## src/rtl/cpu_mc.sv

```systemverilog
// cpu_mc: parametrised multi-cycle CPU core (FETCH/EXEC/MEM/WB) with busywait handshakes to instruction and data memory.
// Optional feature: define CPU_MC_MULT_EN to implement opcode 0x0D (truncated multiply); otherwise 0x0D is illegal.
module cpu_mc #(
    parameter int unsigned DATA_W     = 8,
    parameter int unsigned REG_ADDR_W = 3,
    parameter int unsigned PC_W       = 32
) (
    input  logic              CLK,
    input  logic              RESET,
    output logic [PC_W-1:0]   PC,
    input  logic [31:0]       INSTRUCTION,
    input  logic              IBUSYWAIT,
    output logic              READ,
    output logic              WRITE,
    output logic [DATA_W-1:0] ADDRESS,
    output logic [DATA_W-1:0] WRITEDATA,
    input  logic [DATA_W-1:0] READDATA,
    input  logic              DBUSYWAIT,
    output logic              ILLEGAL
);
    localparam int unsigned NREGS = 2**REG_ADDR_W;

    localparam logic [7:0] OP_LOADI = 8'h00;
    localparam logic [7:0] OP_MOV   = 8'h01;
    localparam logic [7:0] OP_ADD   = 8'h02;
    localparam logic [7:0] OP_SUB   = 8'h03;
    localparam logic [7:0] OP_AND   = 8'h04;
    localparam logic [7:0] OP_OR    = 8'h05;
    localparam logic [7:0] OP_J     = 8'h06;
    localparam logic [7:0] OP_BEQ   = 8'h07;
    localparam logic [7:0] OP_LWD   = 8'h08;
    localparam logic [7:0] OP_LWI   = 8'h09;
    localparam logic [7:0] OP_SWD   = 8'h0A;
    localparam logic [7:0] OP_SWI   = 8'h0B;
    localparam logic [7:0] OP_BNE   = 8'h0C;
`ifdef CPU_MC_MULT_EN
    localparam logic [7:0] OP_MULT  = 8'h0D;
`endif
    localparam logic [7:0] OP_SLL   = 8'h0E;
    localparam logic [7:0] OP_SRL   = 8'h0F;
    localparam logic [7:0] OP_SRA   = 8'h10;

    typedef enum logic [1:0] {S_FETCH, S_EXEC, S_MEM, S_WB} state_e;

    state_e              state_q, state_d;
    logic [PC_W-1:0]     pc_q, pc_d, npc_q, npc_d;
    logic [31:0]         ir_q, ir_d;
    logic [DATA_W-1:0]   res_q, res_d;
    logic                wen_q, wen_d;
    logic                read_q, read_d, write_q, write_d;
    logic [DATA_W-1:0]   addr_q, addr_d, wdata_q, wdata_d;
    logic                illegal_q, illegal_d;
    logic                rf_we;
    logic [DATA_W-1:0]   regs_q [NREGS];

    logic [7:0]            opcode, imm;
    logic [REG_ADDR_W-1:0] rd_idx, rt_idx, rs_idx;
    logic [DATA_W-1:0]     rt_val, rs_val, imm_sx, imm_zx, sra_val;
    logic                  shift_big;
    logic [PC_W-1:0]       pc_plus4, br_tgt;
    logic                  unused_ir;

    assign opcode    = ir_q[31:24];
    assign imm       = ir_q[7:0];
    assign rd_idx    = ir_q[16 +: REG_ADDR_W];
    assign rt_idx    = ir_q[8 +: REG_ADDR_W];
    assign rs_idx    = ir_q[0 +: REG_ADDR_W];
    assign rt_val    = regs_q[rt_idx];
    assign rs_val    = regs_q[rs_idx];
    assign imm_sx    = DATA_W'($signed(imm));
    assign imm_zx    = DATA_W'(imm);
    assign shift_big = (32'(imm) >= DATA_W);
    assign sra_val   = DATA_W'($signed(rt_val) >>> imm);
    assign pc_plus4  = pc_q + PC_W'(4);
    assign br_tgt    = pc_plus4 + (PC_W'($signed(ir_q[23:16])) << 2);
    assign unused_ir = ^ir_q[15:8];

    // Instruction decode and ALU, evaluated from IR and the register file during EXEC
    logic [DATA_W-1:0] alu_c, maddr_c;
    logic              wen_c, is_load_c, is_store_c, illegal_c, take_c;

    always_comb begin
        alu_c      = '0;
        maddr_c    = rs_val;
        wen_c      = 1'b0;
        is_load_c  = 1'b0;
        is_store_c = 1'b0;
        illegal_c  = 1'b0;
        take_c     = 1'b0;
        case (opcode)
            OP_LOADI: begin alu_c = imm_sx;            wen_c = 1'b1; end
            OP_MOV:   begin alu_c = rs_val;            wen_c = 1'b1; end
            OP_ADD:   begin alu_c = rt_val + rs_val;   wen_c = 1'b1; end
            OP_SUB:   begin alu_c = rt_val + (~rs_val + DATA_W'(1)); wen_c = 1'b1; end
            OP_AND:   begin alu_c = rt_val & rs_val;   wen_c = 1'b1; end
            OP_OR:    begin alu_c = rt_val | rs_val;   wen_c = 1'b1; end
            OP_J:     take_c = 1'b1;
            OP_BEQ:   take_c = (rt_val == rs_val);
            OP_BNE:   take_c = (rt_val != rs_val);
            OP_LWD:   begin is_load_c = 1'b1;  wen_c = 1'b1; end
            OP_LWI:   begin is_load_c = 1'b1;  wen_c = 1'b1; maddr_c = imm_zx; end
            OP_SWD:   is_store_c = 1'b1;
            OP_SWI:   begin is_store_c = 1'b1; maddr_c = imm_zx; end
`ifdef CPU_MC_MULT_EN
            OP_MULT:  begin alu_c = rt_val * rs_val;   wen_c = 1'b1; end
`endif
            OP_SLL:   begin alu_c = shift_big ? '0 : (rt_val << imm); wen_c = 1'b1; end
            OP_SRL:   begin alu_c = shift_big ? '0 : (rt_val >> imm); wen_c = 1'b1; end
            OP_SRA:   begin alu_c = shift_big ? {DATA_W{rt_val[DATA_W-1]}} : sra_val; wen_c = 1'b1; end
            default:  illegal_c = 1'b1;
        endcase
    end

    // Next-state and registered-output logic
    always_comb begin
        state_d   = state_q;
        pc_d      = pc_q;
        npc_d     = npc_q;
        ir_d      = ir_q;
        res_d     = res_q;
        wen_d     = wen_q;
        read_d    = read_q;
        write_d   = write_q;
        addr_d    = addr_q;
        wdata_d   = wdata_q;
        illegal_d = 1'b0;
        rf_we     = 1'b0;
        case (state_q)
            S_FETCH: begin
                if (!IBUSYWAIT) begin
                    ir_d    = INSTRUCTION;
                    state_d = S_EXEC;
                end
            end
            S_EXEC: begin
                res_d = alu_c;
                wen_d = wen_c;
                npc_d = take_c ? br_tgt : pc_plus4;
                if (is_load_c || is_store_c) begin
                    read_d  = is_load_c;
                    write_d = is_store_c;
                    addr_d  = maddr_c;
                    if (is_store_c) wdata_d = rt_val;
                    state_d = S_MEM;
                end else begin
                    illegal_d = illegal_c;
                    state_d   = S_WB;
                end
            end
            S_MEM: begin
                if (!DBUSYWAIT) begin
                    if (read_q) res_d = READDATA;
                    read_d  = 1'b0;
                    write_d = 1'b0;
                    state_d = S_WB;
                end
            end
            S_WB: begin
                rf_we   = wen_q;
                pc_d    = npc_q;
                state_d = S_FETCH;
            end
        endcase
    end

    always_ff @(posedge CLK or negedge RESET) begin
        if (!RESET) begin
            state_q   <= S_FETCH;
            pc_q      <= '0;
            npc_q     <= '0;
            ir_q      <= '0;
            res_q     <= '0;
            wen_q     <= 1'b0;
            read_q    <= 1'b0;
            write_q   <= 1'b0;
            addr_q    <= '0;
            wdata_q   <= '0;
            illegal_q <= 1'b0;
        end else begin
            state_q   <= state_d;
            pc_q      <= pc_d;
            npc_q     <= npc_d;
            ir_q      <= ir_d;
            res_q     <= res_d;
            wen_q     <= wen_d;
            read_q    <= read_d;
            write_q   <= write_d;
            addr_q    <= addr_d;
            wdata_q   <= wdata_d;
            illegal_q <= illegal_d;
        end
    end

    // Register file: single write port used only in WB
    always_ff @(posedge CLK or negedge RESET) begin
        if (!RESET) begin
            for (int i = 0; i < int'(NREGS); i++) regs_q[i] <= '0;
        end else if (rf_we) begin
            regs_q[rd_idx] <= res_q;
        end
    end

    assign PC        = pc_q;
    assign READ      = read_q;
    assign WRITE     = write_q;
    assign ADDRESS   = addr_q;
    assign WRITEDATA = wdata_q;
    assign ILLEGAL   = illegal_q;

endmodule

```

## config.mk

```make
export PLATFORM = sky130hd
export DESIGN_NAME = cpu_mc
export DESIGN_NICKNAME = d
export VERILOG_FILES = /design/src/rtl/cpu_mc.sv
export SDC_FILE = /design/constraint.sdc
export NUM_CORES = 1
export LEC_CHECK = 0
export CAP_MARGIN = 40
export CORE_MARGIN = 2
export CORE_UTILIZATION = 60
export CTS_CLUSTER_SIZE = 10
export DETAILED_ROUTE_END_ITERATION = 8
export PLACE_DENSITY = 0.79
export SLEW_MARGIN = 10
export SYNTH_ARGS = -nofsm -noshare
export SYNTH_HDL_FRONTEND = slang
export SYNTH_SLANG_ARGS = --single-unit
```

## constraint.sdc

```tcl
create_clock -name CLK -period 6.4 [get_ports CLK]
set_input_delay 1.28 -clock CLK [delete_from_list [all_inputs] [get_ports CLK]]
set_output_delay 1.28 -clock CLK [all_outputs]
set_load 0.01 [all_outputs]
```

==> impl_metrics.json, run 1 <==
{
  "gp_congestion": 0.982,
  "cts_setup_buffers": 0,
  "synth_flop_cell": "dfrtp_1",
  "totalWireLength_um": 32800,
  "p_switching_w": 0.00361,
  "vias": 10200,
  "post_route_cells_drive_above_1_share_pct": 18.9,
  "outcome": "completed",
  "crit_arrival_ns": 5.18,
  "yosysTopAreaCell": "dfrtp_1",
  "pwr-share-clk_pct": 13.3,
  "firstDrtPassIters": 5,
  "worst-slew-pin-transition_ns": 0.922,
  "finClkSkew_ns": 0.0175,
  "grt_overflow": 0,
  "period_share_pct": 75.9,
  "numCtsBuffers": 17,
  "p_int_w": 0.00427,
  "ys_warn_count": 0,
  "grt_max_degree": 88,
  "drtIter0Drc": 796,
  "synth.most_common_cell": "dfrtp_1",
  "combPwrFrac_pct": 58.8,
  "report.final.slew_viol_count": 0,
  "ys_seq_area_share_pct": 37.4,
  "ys_types": 81,
  "synth_area_mm2": 0.0124,
  "start_kind": "flop",
  "syn_avg_cell_area_um2": 10.0,
  "die_w_um": 148,
  "first_global_vias": 10000,
  "min_path_type": "flop to flop",
  "die_h_um": 148,
  "hold_buffers": 0,
  "swShare_pct": 45.8,
  "cts_tree": "built",
  "syn2layout_area_growth_pct": 13.6,
  "dieArea_mm2": 0.0218,
  "antenna_left": 0,
  "cp_max_fo": 35,
  "clock_latency_ns": 0.45,
  "path_clk_slew_ns": 0.07,
  "htree_num_levels": 4,
  "ys_top_cells_by_count": "dfrtp_1 (185), mux2_2 (127), nand2_1 (120), nor2_1 (110), a21oi_1 (108)",
  "synth_area_leaders": "dfrtp_1 (37%), mux2_2 (12%), ha_1 (6.7%), mux4_2 (6.4%), a21oi_1 (4.4%)",
  "post_cts_resize_count": 0,
  "num_rows": 52,
  "synth-seq-cells": 185,
  "cts_root_buffer": "clkbuf_16",
  "relSlewSlack_pct": 38.5,
  "antenna_found_initial": 0,
  "via_per_inst": 6.41,
  "setup_viol": 0,
  "grt_use_total_pct": 30.6,
  "final.hold.worst_slack_ns": 0.480,
  "io_pins": 95,
  "peakVddDrop_v": 0.000331,
  "power_frac_seq_pct": 27.9,
  "wl_per_cell_um": 20.7,
  "cts.sink_count": 185,
  "crit_type": "flop to flop",
  "portBuffers": 89,
  "p_leak_nw": 6.01,
  "antennaDiodeCount": 0,
  "p_per_area_mw_per_mm2": 561,
  "synth-edff-count": 0,
  "dp_hpwl_um": 23200,
  "crit_path_end_kind": "flop",
  "drcViolationCount": 0,
  "final_net_count": 1416,
  "start_util_pct": 61.1,
  "syn_inst": 1233,
  "syn_nets": 1346,
  "clockBufferDepth": 2,
  "tns_ns": 0,
  "grt_pass1_wl_um": 52600,
  "max_cap_viol_count": 0,
  "finish.utilization_pct": 69.4,
  "design.core.area_mm2": 0.0202,
  "rsz0062_at_grt": "no",
  "max_freq_mhz": 206,
  "crit_required_ns": 6.72,
  "min_period_ns": 4.86,
  "hold_viol_final": 0,
  "synth.top_cell.area_share_pct": 37.4,
  "async_flop_share_pct": 100
}
power groups by stage:
| stage | logic [W] | registers, W | clock network, W |
|---|---|---|---|
| 2_1_floorplan | 0.00350 | 0.00199 | 0 |
| 3_3_place_gp | 0.00437 | 0.00218 | 0 |
| 3_5_place_dp | 0.00453 | 0.00220 | 0 |
| 4_1_cts | 0.00458 | 0.00219 | 0.00106 |
| 5_1_grt | 0.00506 | 0.00226 | 0.00109 |
| 6_report | 0.00463 | 0.00220 | 0.00105 |
worst max-delay path: stages, from the launching register on:
cell and delay (ns):
dfrtp_1 0.95, buf_4 0.36, buf_4 0.23, mux4_2 0.52, mux2i_1 0.54, ha_1 0.39, nor4_1 0.23, nand3_1 0.21
a31o_2 0.30, nand3_1 0.09, buf_4 0.38, o21ai_0 0.20, mux2_2 0.30
logic make-up after synthesis:
group | count (synthesis) | synth area share (%)
AO/OA/AOI/OAI | 299 | 14.6
adder cells (fa/ha/maj) | 69 | 7.16
buffers and inverters | 93 | 3.75
flip-flops | 185 | 37.4
XOR/XNOR | 60 | 4.25
multiplexers | 175 | 19.3
AND/OR/NAND/NOR | 352 | 13.5
metrics by stage:
step,total power (W),cells,setup WS [ns],cell area [um2]
after detailed placement,0.00672,1554,1.69,13500
after global routing,0.00842,1584,1.33,14000
after global placement,0.00655,1546,1.76,13400
final,0.00788,1584,1.54,14000
after floorplan,0.00549,1233,2.75,12400
after CTS,0.00783,1584,1.63,14000
per-layer routing:
| layer | up-vias | share of wire (%) | global-route usage [%] |
|---|---|---|---|
| li1 | 4649 | - | - |
| met1 | 5071 | 42 | 40.0 |
| met2 | 366 | 49 | 51.3 |
| met3 | 69 | 5.3 | 4.14 |
| met4 | 0 | 3.5 | 13.5 |
| met5 | - | 0 | 0 |
worst paths after layout:
kind	startpoint	to	slack (ns)	cells after the start
worst min register to register	WRITEDATA[6]	WRITEDATA[6]	0.48	2
worst min-delay path	WRITEDATA[6]	WRITEDATA[6]	0.48	2
max in group asynchronous	RESET	res_q[4]	4.29	2
min in group asynchronous	RESET	regs_q[42]	0.90	1
worst max-delay path	ir_q[0]	npc_q[4]	1.54	12
worst max register to register	ir_q[0]	npc_q[4]	1.54	12
state kept, by name, summed over array words and instances, names as in the netlist:
name,count
READ,1
ILLEGAL,1
WRITEDATA,8
WRITE,1
state_q,2
wen_q,1
regs_q,64
ADDRESS,8
ir_q,27
res_q,8
PC,32
npc_q,32
layout by cell type, fill, tap and decap left out, types with 4 or more instances in the layout:
cell,count
dfrtp_1,185
mux2_2,127
nand2_1,120
nor2_1,110
a21oi_1,108
clkdlybuf4s50_1,88
o21ai_0,64
ha_1,64
xnor2_1,37
mux4_2,35
inv_1,29
nand3_1,24
xor2_1,23
buf_4,19
o21ai_1,17
clkbuf_16,17
and3_1,16
a21o_1,16
a31oi_1,16
nor3_1,14
a211oi_1,13
nand4_1,12
nand2b_1,11
o21a_1,9
mux2i_1,7
o221ai_1,6
o211ai_1,6
nor2b_1,6
inv_2,5
nor4_1,5
clkbuf_8,5
and2_1,4
and4_1,4
or3_1,4
o31ai_1,4
o22ai_1,4
layout make-up:
| type | instances | area (um2) |
|---|---|---|
| multi-input combinational | 955 | 7280 |
| fill | 1529 | 6190 |
| sequential | 185 | 4630 |
| timing repair buffer | 110 | 1090 |
| clock buffer | 21 | 480 |
| tap | 270 | 338 |
| inverter | 34 | 128 |
| clock inverter | 9 | 90.1 |
Note: power is estimated with default switching activity, not from simulation.
==> run 2, diff against run 1 <==
- CORE_UTILIZATION: 60 -> 54
- PLACE_DENSITY: 0.79 -> 0.75
- clock period: 6.4 -> 4.1 ns (I/O delays scaled with it)
==> run 2 against run 1 <==
Against the previous run:
- global-route usage down 1.6 points
- wire length up 3.8%
- design area up 2.0%
- utilization down 5.9 points
- critical path depth up 3
- critical path type unchanged
- largest power group unchanged
==> impl_metrics.json, run 2 (synthesized netlist as in run 1, its figures left out) <==
{
  "max_freq_mhz": 259,
  "dp_hpwl_um": 24400,
  "num_rows": 55,
  "antennaDiodeCount": 0,
  "antenna_left": 0,
  "worst-slew-pin-transition_ns": 0.872,
  "io_pins": 95,
  "wl_per_cell_um": 21.0,
  "cts_root_buffer": "clkbuf_16",
  "r2r_slack_ns": 0.24,
  "p_leak_nw": 6.15,
  "post_route_cells_drive_above_1_share_pct": 20.6,
  "cp_max_fo": 9,
  "first_global_vias": 10200,
  "hold_buffers": 0,
  "layout_common_cells": "dfrtp_1 (184), mux2_2 (127), nand2_1 (120), nor2_1 (110), a21oi_1 (108)",
  "timing.rr.end": "npc_q[31]",
  "portBuffers": 89,
  "power_w": 0.0126,
  "layout_commonest_cell": "dfrtp_1",
  "cts.sink_count": 185,
  "relSlewSlack_pct": 41.8,
  "final_net_count": 1439,
  "setup_ws_ns": 0.241,
  "hold_viol_final": 0,
  "grt_use_total_pct": 29.0,
  "finish.utilization_pct": 63.5,
  "grt_pass1_wl_um": 54800,
  "crit_type": "flop to flop",
  "totalWireLength_um": 34000,
  "worstRegToRegCells": 15,
  "via_per_inst": 6.27,
  "min_path_type": "input pin to async pin",
  "dieArea_mm2": 0.0241,
  "syn2layout_area_growth_pct": 15.8,
  "design.core.area_mm2": 0.0226,
  "peakVddDrop_v": 0.000537,
  "reg2reg_from": "PC[4]",
  "p_switching_w": 0.00574,
  "period_share_pct": 94.1,
  "clock_latency_ns": 0.44,
  "numCtsBuffers": 17,
  "vias": 10200,
  "crit_arrival_ns": 4.21,
  "grt_overflow": 0,
  "min_period_ns": 3.86,
  "max_cap_viol_count": 0,
  "finClkSkew_ns": 0.0132,
  "rsz0062_at_grt": "no",
  "crit_required_ns": 4.45,
  "tns_ns": 0,
  "gp_congestion": 0.963,
  "path_clk_slew_ns": 0.07,
  "die_h_um": 155,
  "crit_path_end_kind": "flop",
  "firstDrtPassIters": 5,
  "drtIter0Drc": 755,
  "p_per_area_mw_per_mm2": 881,
  "swShare_pct": 45.5,
  "htree_num_levels": 4,
  "clockBufferDepth": 2,
  "start_util_pct": 54.8,
  "critPathCapture": "npc_q[31]",
  "pwr-share-clk_pct": 13.4,
  "crit_start": "PC[4]",
  "largest_register_ffs": 64,
  "cts_tree": "built",
  "die_w_um": 155,
  "start_kind": "flop",
  "p_int_w": 0.00688,
  "setup_viol": 0,
  "power_frac_seq_pct": 26.8,
  "report.final.slew_viol_count": 0,
  "drcViolationCount": 0,
  "regMostFlops": "regs_q",
  "antenna_found_initial": 1,
  "outcome": "completed",
  "place_ws_ns": 0.205,
  "cts_setup_buffers": 0,
  "combPwrFrac_pct": 59.8,
  "grt_max_degree": 81
}
run 2: changes by cell type in the layout (fill, tap and decap cells not counted), sizes merged:
cell,before,now
buf,21,44
clkbuf,22,21
clkinv,4,5
inv,36,37
bufinv,1,2
run 2: worst max-delay path, cell delays in order, from the launching register on:
cell and delay [ns]:
dfrtp_1 0.41, and2_1 0.23, and4_2 0.36, and3_1 0.33, nand2_1 0.10, xnor2_1 0.17
ha_1 0.39, nand2_1 0.14, nor3_1 0.28, o211ai_1 0.30, a21oi_1 0.28, nor2_1 0.08
a21oi_1 0.18, xor2_1 0.21, a21oi_1 0.10, o31ai_1 0.21
run 2: stage by stage:
step           cell area, um2  std cells  hold WS (ns)
2_1_floorplan           12400       1233         0.446
3_3_place_gp            13600       1584         0.456
3_5_place_dp            13700       1591         0.470
4_1_cts                 14300       1623         0.427
5_1_grt                 14300       1624         0.449
6_report                14300       1624         0.408
run 2: worst min path at each step:
stage                    to    startpoint  slack (ns)  cells after the start
2_1_floorplan     npc_q[31]     npc_q[31]        0.45                      2
3_3_place_gp      npc_q[14]     npc_q[14]        0.46                      1
3_5_place_dp   WRITEDATA[4]  WRITEDATA[4]        0.47                      2
4_1_cts           regs_q[1]         RESET        0.43                      1
5_1_grt           regs_q[1]         RESET        0.45                      1
6_report          regs_q[1]         RESET        0.41                      1
run 2: repair_timing:
| item | 4_1_cts | 5_1_grt |
|---|---|---|
| gates resized for setup | 0 | 6 |
| endpoints found under the hold margin | 0 | 0 |
| setup endpoints to repair | 0 | 14 |
run 2: routing by layer:
metal | GRT usage, % | vias to the layer above | share of wire, %
li1 | - | 4682 | -
met1 | 38.0 | 5035 | 42
met2 | 48.3 | 373 | 48
met3 | 5.15 | 92 | 5.7
met4 | 10.7 | 2 | 3.6
met5 | 0 | - | 0.038
run 2: power groups by stage:
stage	Clock [W]	Sequential (W)	Combinational, W
after detailed placement	0	0.00339	0.00738
after global routing	0.00181	0.00348	0.00822
after CTS	0.00173	0.00336	0.00746
final	0.00169	0.00338	0.00755
after floorplan	0	0.00311	0.00546
after global placement	0	0.00337	0.00716
run 2: area by class of cell:
class / instances / area (um2)
Multi-Input combinational cell: 955 / 7300
Clock inverter: 12 / 140
Timing Repair Buffer: 133 / 1320
Fill cell: 1875 / 8250
Sequential cell: 185 / 4630
Tap cell: 285 / 357
Clock buffer: 20 / 457
Inverter: 34 / 128
==> run 3, diff against run 2 <==
- RECOVER_POWER: not set -> 100
==> run 3 against run 2 <==
Against the previous run:
- final cell count unchanged
- critical path depth down 4
- power down 0.76%
- sequential power about the same
- maximum frequency down 1.7%
- the run now ends with max-capacitance violations, max-slew violations left
- via count up 0.63%
- utilization down 0.44 points
- critical endpoint is now res_q[5]
- setup slack worse by 0.068 ns
- clock skew down 0.0015 ns
- sequential share of layout area up 0.23 points
- non-clock buffer count unchanged
==> impl_metrics.json, run 3 (synthesized netlist as in run 1, its figures left out) <==
{
  "outcome": "complete, but fails checks",
  "violations": "max-capacitance violations, max-slew violations",
  "p_int_w": 0.00680,
  "finClkSkew_ns": 0.0118,
  "tns_ns": 0,
  "die_h_um": 155,
  "grt_pass1_wl_um": 54800,
  "largest_register_ffs": 64,
  "io_pins": 95,
  "power_frac_seq_pct": 26.9,
  "htree_num_levels": 4,
  "via_per_inst": 6.31,
  "period_share_pct": 95.8,
  "gp_congestion": 0.963,
  "path_clk_slew_ns": 0.07,
  "reg2reg_from": "ir_q[8]",
  "layout_common_cells": "dfrtp_1 (184), mux2_2 (127), nand2_1 (120), nor2_1 (110), a21oi_1 (108)",
  "num_rows": 55,
  "crit_start": "ir_q[8]",
  "final_cells": 1624,
  "first_global_vias": 10200,
  "worstRegToRegCells": 11,
  "pwr-share-clk_pct": 13.6,
  "post_cts_resize_count": 0,
  "wl_per_cell_um": 21.0,
  "p_switching_w": 0.00573,
  "regArea_mm2": 0.00463,
  "start_kind": "flop",
  "portBuffers": 89,
  "grt_max_degree": 81,
  "layout_commonest_cell": "dfrtp_1",
  "final_net_count": 1439,
  "finish.utilization_pct": 63.0,
  "grt_overflow": 0,
  "final.hold.worst_slack_ns": 0.473,
  "crit_type": "flop to flop",
  "crit_required_ns": 4.42,
  "design.core.area_mm2": 0.0226,
  "hold_viol_final": 0,
  "drcViolationCount": 0,
  "r2r_slack_ns": 0.17,
  "timing.rr.end": "res_q[5]",
  "cts.sink_count": 185,
  "die_w_um": 155,
  "crit_arrival_ns": 4.25,
  "dieArea_mm2": 0.0241,
  "crit_path_end_kind": "flop",
  "p_leak_nw": 6.16,
  "min_path_type": "flop to flop",
  "totalWireLength_um": 34100,
  "regMostFlops": "regs_q",
  "post_route_cells_drive_above_1_share_pct": 19.5,
  "antenna_left": 0,
  "rsz0062_at_grt": "no",
  "firstDrtPassIters": 5,
  "syn2layout_area_growth_pct": 15.0,
  "drtIter0Drc": 774,
  "cts_tree": "built",
  "swShare_pct": 45.7,
  "report.final.slew_viol_count": 129,
  "critPathCapture": "res_q[5]",
  "nFillCells": 1899,
  "relSlewSlack_pct": -39.8,
  "antennaDiodeCount": 0,
  "hold_buffers": 0,
  "worst-slew-pin-transition_ns": 2.10,
  "cts_setup_buffers": 0,
  "combPwrFrac_pct": 59.6,
  "dp_hpwl_um": 24400,
  "numCtsBuffers": 17,
  "vias": 10200,
  "clockBufferDepth": 2,
  "p_per_area_mw_per_mm2": 880,
  "dp.cells": 1591,
  "peakVddDrop_v": 0.000535,
  "cts_root_buffer": "clkbuf_16",
  "clock_latency_ns": 0.44,
  "setup_viol": 0,
  "start_util_pct": 54.8,
  "min_period_ns": 3.93,
  "max_freq_mhz": 255,
  "grt_use_total_pct": 29.0,
  "antenna_found_initial": 1,
  "max_cap_viol_count": 3,
  "multiInputGateArea_mm2": 0.00728,
  "cp_max_fo": 10
}
run 3: cell types whose count changed in the layout (fill, tap and decap cells not counted), moves of 2 or more:
cell | previous run | this run
dlygate4sd3_1 | 0 | 51
clkbuf_4 | 0 | 2
buf_4 | 38 | 28
ha_1 | 64 | 66
clkdlybuf4s50_1 | 88 | 37
clkbuf_2 | 0 | 2
clkbuf_1 | 1 | 10
ha_2 | 2 | 0
run 3: stage by stage:
step                power, W  area (um2)  setup slack (ns)
floorplan            0.00857       12400             0.454
global placement      0.0105       13600             0.227
detailed placement    0.0108       13700             0.205
CTS                   0.0125       14300             0.151
global route          0.0134       14200            0.0478
finish                0.0125       14200             0.173
run 3: how the worst min path moves through the flow:
stage,from,to,slack [ns],cells after the start
finish,WRITEDATA[4],WRITEDATA[4],0.47,2
global route,npc_q[14],npc_q[14],0.49,1
CTS,RESET,regs_q[1],0.43,1
detailed placement,WRITEDATA[4],WRITEDATA[4],0.47,2
global placement,npc_q[14],npc_q[14],0.46,1
floorplan,npc_q[31],npc_q[31],0.45,2
run 3: critical path: stages, from the launching register on:
cell and delay (ns):
dfrtp_2 0.57, buf_4 0.29, mux4_2 0.55, mux2i_4 0.35, inv_1 0.25, ha_1 0.32, nand2_1 0.07, o21ai_0 0.10
a2111oi_0 0.67, o2111ai_1 0.37, a21oi_1 0.20, nor2_1 0.06
run 3: area by class of cell:
type                       instances  share of cell area [%]
clock buffer                      20                    3.21
inverter                          34                   0.897
timing repair buffer             133                    8.70
sequential                       185                    32.6
tap                              285                    2.51
multi-input combinational        955                    51.1
clock inverter                    12                   0.985
run 3: power by group through the flow:
stage | registers, W | clock network [W] | logic, W
floorplan | 0.00311 | 0 | 0.00546
global placement | 0.00337 | 0 | 0.00716
detailed placement | 0.00339 | 0 | 0.00738
CTS | 0.00336 | 0.00173 | 0.00746
global route | 0.00347 | 0.00181 | 0.00813
finish | 0.00337 | 0.00170 | 0.00746
run 3: layer usage:
layer,track usage [%],vias to the layer above,wire [um]
li1,-,4690,-
met1,38.0,5086,14300
met2,48.3,382,16600
met3,5.15,88,2060
met4,10.7,2,1170
met5,0,-,13
